--- src/rtl/regfile_pkg.sv ---
// rtl/regfile_pkg.sv - shared constants and priority encoding for the register-file writeback arbiter
package regfile_pkg;

  localparam int DW = 16;
  localparam int IW = 3;

  localparam logic [IW-1:0] R_LIT = 3'd0;
  localparam logic [IW-1:0] R_A1  = 3'd1;
  localparam logic [IW-1:0] R_A2  = 3'd2;
  localparam logic [IW-1:0] R_A3  = 3'd3;
  localparam logic [IW-1:0] R_D1  = 3'd4;
  localparam logic [IW-1:0] R_OUT = 3'd5;
  localparam logic [IW-1:0] R_FP  = 3'd6;
  localparam logic [IW-1:0] R_SP  = 3'd7;

  typedef enum logic {
    PRI_ALU = 1'b0,
    PRI_MEM = 1'b1
  } pri_e;

endpackage

--- src/rtl/regfile_wb_arbiter_rr_arb2.sv ---
// rtl/regfile_wb_arbiter_rr_arb2.sv - two-way round-robin arbiter (bit 0 = ALU, bit 1 = load path)
module rr_arb2
  import regfile_pkg::*;
(
  input  logic       clk_i,
  input  logic       reset_i,
  input  logic [1:0] req_i,
  input  logic       hold_i,
  output logic [1:0] grant_o
);

  pri_e pri_q;
  pri_e pri_d;

  // Grant decode: a lone requester always wins; on contention the pointer side wins and the pointer moves to the loser
  always_comb begin
    grant_o = 2'b00;
    pri_d   = pri_q;
    if (!hold_i) begin
      case (req_i)
        2'b01: grant_o = 2'b01;
        2'b10: grant_o = 2'b10;
        2'b11: begin
          if (pri_q == PRI_ALU) begin
            grant_o = 2'b01;
            pri_d   = PRI_MEM;
          end else begin
            grant_o = 2'b10;
            pri_d   = PRI_ALU;
          end
        end
        default: grant_o = 2'b00;
      endcase
    end
  end

  // Priority pointer flop; ALU has priority out of reset
  always_ff @(posedge clk_i) begin
    if (reset_i) begin
      pri_q <= PRI_ALU;
    end else begin
      pri_q <= pri_d;
    end
  end

endmodule

--- src/rtl/regfile_wb_arbiter.sv ---
// rtl/regfile_wb_arbiter.sv - shares the register file write port between ALU and load paths (optional REGWB_BYPASS_EN forwarding)
module regfile_wb_arbiter #(
  parameter int DW     = regfile_pkg::DW,
  parameter int IW     = regfile_pkg::IW,
  parameter bit LIT_WE = 1'b1
) (
  input  logic          clk,
  input  logic          reset,
  input  logic          alu_req,
  input  logic [IW-1:0] alu_idx,
  input  logic [DW-1:0] alu_data,
  output logic          alu_ack,
  input  logic          mem_req,
  input  logic [IW-1:0] mem_idx,
  input  logic [DW-1:0] mem_data,
  output logic          mem_ack,
  input  logic          wb_hold,
`ifdef REGWB_BYPASS_EN
  input  logic [IW-1:0] byp_idx1,
  input  logic [IW-1:0] byp_idx2,
  input  logic [DW-1:0] rf_rdata1,
  input  logic [DW-1:0] rf_rdata2,
  output logic [DW-1:0] byp_data1,
  output logic [DW-1:0] byp_data2,
`endif
  output logic          rf_we,
  output logic [IW-1:0] rf_widx,
  output logic [DW-1:0] rf_wdata,
  output logic [15:0]   conflict_cnt
);

  logic [1:0]    grant;
  logic [IW-1:0] win_idx;
  logic [DW-1:0] win_data;
  logic          drop;
  logic          contended;

  logic          rf_we_q, rf_we_d;
  logic [IW-1:0] rf_widx_q, rf_widx_d;
  logic [DW-1:0] rf_wdata_q, rf_wdata_d;
  logic [15:0]   cnt_q, cnt_d;

  // Reset also acts as a hold so nothing is acknowledged while the block is being reset
  rr_arb2 u_arb (
    .clk_i   (clk),
    .reset_i (reset),
    .req_i   ({mem_req, alu_req}),
    .hold_i  (wb_hold | reset),
    .grant_o (grant)
  );

  assign alu_ack   = grant[0];
  assign mem_ack   = grant[1];
  assign contended = alu_req & mem_req & ~wb_hold;

  // Select the winning request and decide whether a write to the literal register is swallowed
  always_comb begin
    win_idx  = grant[1] ? mem_idx  : alu_idx;
    win_data = grant[1] ? mem_data : alu_data;
    drop     = (LIT_WE == 1'b0) && (win_idx == IW'(regfile_pkg::R_LIT));
  end

  // Next write-port state: a kept grant writes, otherwise rf_we drops and index/data hold
  always_comb begin
    rf_we_d    = 1'b0;
    rf_widx_d  = rf_widx_q;
    rf_wdata_d = rf_wdata_q;
    if ((grant != 2'b00) && !drop) begin
      rf_we_d    = 1'b1;
      rf_widx_d  = win_idx;
      rf_wdata_d = win_data;
    end
  end

  // Saturating contention counter next value
  always_comb begin
    cnt_d = cnt_q;
    if (contended && (cnt_q != 16'hFFFF)) begin
      cnt_d = cnt_q + 16'd1;
    end
  end

  // Registered write port and debug counter; reset discards any write in flight
  always_ff @(posedge clk) begin
    if (reset) begin
      rf_we_q    <= 1'b0;
      rf_widx_q  <= '0;
      rf_wdata_q <= '0;
      cnt_q      <= 16'd0;
    end else begin
      rf_we_q    <= rf_we_d;
      rf_widx_q  <= rf_widx_d;
      rf_wdata_q <= rf_wdata_d;
      cnt_q      <= cnt_d;
    end
  end

  assign rf_we        = rf_we_q;
  assign rf_widx      = rf_widx_q;
  assign rf_wdata     = rf_wdata_q;
  assign conflict_cnt = cnt_q;

`ifdef REGWB_BYPASS_EN
  // Forward the write that commits on the coming edge to readers of the same register
  always_comb begin
    byp_data1 = (rf_we_q && (rf_widx_q == byp_idx1)) ? rf_wdata_q : rf_rdata1;
    byp_data2 = (rf_we_q && (rf_widx_q == byp_idx2)) ? rf_wdata_q : rf_rdata2;
  end
`endif

endmodule
--- config.mk ---
export PLATFORM = sky130hd
export DESIGN_NAME = regfile_wb_arbiter
export DESIGN_NICKNAME = d
export VERILOG_FILES = /design/src/rtl/regfile_pkg.sv /design/src/rtl/regfile_wb_arbiter_rr_arb2.sv /design/src/rtl/regfile_wb_arbiter.sv
export SDC_FILE = /design/constraint.sdc
export NUM_CORES = 1
export LEC_CHECK = 0
export BUFFER_PORTS_ARGS = -buffer_cell sky130_fd_sc_hd__buf_2
export CORE_MARGIN = 2
export CORE_UTILIZATION = 38
export CTS_CLUSTER_DIAMETER = 80
export DETAILED_ROUTE_END_ITERATION = 7
export HOLD_SLACK_MARGIN = 0.12
export PLACE_DENSITY = 0.67
export SKIP_LAST_GASP = 1
export SYNTH_ARGS = -nofsm -noshare
export SYNTH_HDL_FRONTEND = slang
export SYNTH_HIERARCHICAL = 1
export SYNTH_SLANG_ARGS = --single-unit
--- constraint.sdc ---
create_clock -name clk -period 2.25 [get_ports clk]
set_input_delay 0.1125 -clock clk [delete_from_list [all_inputs] [get_ports clk]]
set_output_delay 0.1125 -clock clk [all_outputs]
set_load 0.005 [all_outputs]
==> qor.txt <==
final setup fails: 0
Compound-Gate Fraction of Synth Area: 15.7%
Synth Net Count: 259
share of cells above drive strength 1: 31.3%
status: finished clean
ant diodes: 0
H-tree Lvls: 2
Wirelength per Cell: 13.0 um
clk_skew: 0.00376 ns
Rel. slew slack: 60.5%
CTS clk-pin slew, worst paths: 0.07 ns
Layout fillers: 429
worst path required time: 2.46 ns
Synth async-reset ratio: 0%
Antenna Nets Post-Route: 0
Synth Flop Type: dfxtp_1
hold path depth: 5
Critical R2R Launch: conflict_cnt[0]
min-delay worst type: input port to register
Cell Pwr Density: 526 nW/um2
Post-CTS Setup Inserts: 0
I/O pins: 81
VDD IR max: 0.308 mV
Sum Neg Setup Slack: 0 ns
adder-cell share of the synthesized area: 0.688%
total gr overflow: 0
main combinational cell family by area after synthesis: simple AND/OR/NAND/NOR gates
number of synthesized flops with an enable pin: 0
CP Cell Sequence: ha_1 -> inv_1 -> or3_1 -> or4_1 -> a21oi_1
gpl congestion: 0.871
clk_lat worst skew: 0.28 ns
post-synthesis register bit count: 37
Syn Inst Count: 215
die area: 5350 um2
reg-to-reg slack, setup: 0.30 ns
path type of the worst setup path: register to register
RSZ-0062 raised after global routing: no
Crit-path slowest cell: or3_1
drt via density: 5.19
clock buffer count from CTS: 5
TritonRoute pass-1 iters: 4
Initial Util: 39.0%
Nets: 357
worst flop-to-flop path endpoint: conflict_cnt[14]
fin crit share: 86.9%
Hold Buf Count CTS: 19
Slew Limit Fails: 0
WP data arrival: 2.17 ns
P_leak: 1.11 nW
Max-Cap Viols: 0
Max clock buf depth: 2
maximum fanout along the worst path: 10
residual DRC count: 0
# resized after CTS: 0
routed wire length: 4.76 mm
Die H: 73.2 um
achievable clock frequency: 512 MHz
worst-margin pin slew: 0.587 ns
antenna violations before repair: 0
post-synthesis mux area share: 12.5%
Setup crit end: conflict_cnt[14]
row count: 25
CTS tree: done
vias in the first global route: 1699
first-pass GRT wire length: 7.84 mm
critical path endpoint category: register
core area: 4660 um2
clk root buf: clkbuf_8
final hold slack: 0.183 ns
Layout area overhead: 39.4%
Reg2Reg Depth: 5
crit-path max cell delay: 0.50 ns
kind of start point of the critical path: register
Detailed Place HPWL: 3.07 mm
Syn. warnings: 6
min Tclk post-route: 1.95 ns
simple-gate share of the synthesized area: 25.7%
via count: 1905
drt initial violations: 135
pin count of the biggest net entering global routing: 42
Syn Area/Cell: 8.46 um2
CP startpoint: conflict_cnt[0]
GRT Total Usage: 18.6%
die width: 73.2 um
library cells used by synthesis: 35
PortBufs: 80
sequential-to-total area share from yosys stat: 40.7%
Final Hold Fails: 0
clock sinks: 37
xor/xnor share of the synthesized area: 0%
mapped cell area: 1820 um2
-- layout make-up --
| type | instances | area (um2) | share of cell area (%) |
|---|---|---|---|
| inverters | 5 | 18.8 | 0.740 |
| multi-input cells | 161 | 1000 | 39.5 |
| clock buffers | 7 | 86.3 | 3.41 |
| flip-flops and latches | 37 | 741 | 29.2 |
| repair buffers | 103 | 621 | 24.5 |
| well taps | 54 | 67.6 | 2.67 |
-- placed cells by master, fill, tap and decap left out, drive strengths merged, types with 4 or more instances in the layout --
master       netlist  routed
nand2              7       7
clkbuf             8       7
or3                5       5
nor2              45      45
dfxtp             37      37
nand3              5       5
inv                5       5
o41ai              4       4
a21oi             29      29
buf                3      84
or4                7       7
mux2i             20      20
o31ai              6       6
nand4              5       5
dlygate4sd3        0      19
-- synthesized netlist by cell type (3+ instances only) --
master | instances | area (um2)
nor4_1 | 3 | 18.8
a21oi_1 | 29 | 145
o41ai_1 | 4 | 35.0
nand2b_1 | 3 | 18.8
dfxtp_1 | 37 | 741
nor2b_1 | 3 | 18.8
o311ai_0 | 3 | 26.3
clkbuf_1 | 8 | 30.0
nand3_1 | 5 | 25.0
or3_1 | 5 | 31.3
o31ai_1 | 6 | 45.0
nor2_1 | 45 | 169
inv_1 | 5 | 18.8
or4_1 | 6 | 45.0
nand2_1 | 7 | 26.3
nand4_1 | 4 | 25.0
mux2i_1 | 20 | 200
-- where the power goes --
| group | internal, W | switching [W] | leakage, nW | total, W |
|---|---|---|---|---|
| clock network | 0.000243 | 0.000228 | 0.0443 | 0.000472 |
| registers | 0.000674 | 0.0000112 | 0.300 | 0.000685 |
| logic | 0.0000977 | 0.0000792 | 0.770 | 0.000177 |
-- cell families after synthesis --
| group | count (synthesis) |
|---|---|
| AO/OA/AOI/OAI | 47 |
| adder cells (fa/ha/maj) | 1 |
| AND/OR/NAND/NOR | 91 |
| buffers and inverters | 17 |
| flip-flops | 37 |
| multiplexers | 22 |
-- worst max-delay path, delay by kind of cell, from the launching register on --
kind / cells / cell delay, ns
AO/OA/AOI/OAI: 1 / 0.16
buffers and inverters: 1 / 0.10
flip-flops: 1 / 0.40
AND/OR/NAND/NOR: 2 / 1.00
adder cells (fa/ha/maj): 1 / 0.24
-- layer usage --
layer / wire (um) / up-vias / global-route usage (%) / share of wire, %
li1: - / 968 / - / -
met1: 2190 / 860 / 24.9 / 46
met2: 2210 / 75 / 29.5 / 46
met3: 343 / 2 / 5.52 / 7.2
met4: 19 / 0 / 4.32 / 0.40
met5: 0 / - / 0 / 0
-- registers in the layout, summed over array words and instances (netlist names) --
name          cells
rf_widx           3
conflict_cnt     16
rf_wdata         16
u_arb/pri_q       1
rf_we             1
-- worst min-delay path by stage --
stage | slack (ns) | to | start
after global routing | 0.19 | rf_wdata[13] | alu_data[13]
after global placement | 0.34 | rf_wdata[14] | mem_data[14]
after floorplan | 0.25 | rf_wdata[14] | mem_data[14]
after CTS | 0.17 | rf_wdata[13] | alu_data[13]
final | 0.18 | rf_wdata[13] | alu_data[13]
after detailed placement | 0.35 | rf_wdata[6] | mem_data[6]
-- per-stage QoR --
| stage | power [W] | setup WS, ns | area [um2] | utilization [%] | instances |
|---|---|---|---|---|---|
| finish | 0.00133 | 0.295 | 2530 | 54.4 | 367 |
| global route | 0.00140 | 0.113 | 2530 | 54.4 | 367 |
| CTS | 0.00135 | 0.292 | 2530 | 54.4 | 367 |
| detailed placement | 0.000849 | 0.310 | 2260 | 48.5 | 341 |
| global placement | 0.000847 | 0.359 | 2260 | 48.5 | 341 |
| floorplan | 0.000779 | 0.364 | 1820 | - | 215 |
Power figures use the tool's default switching activity.
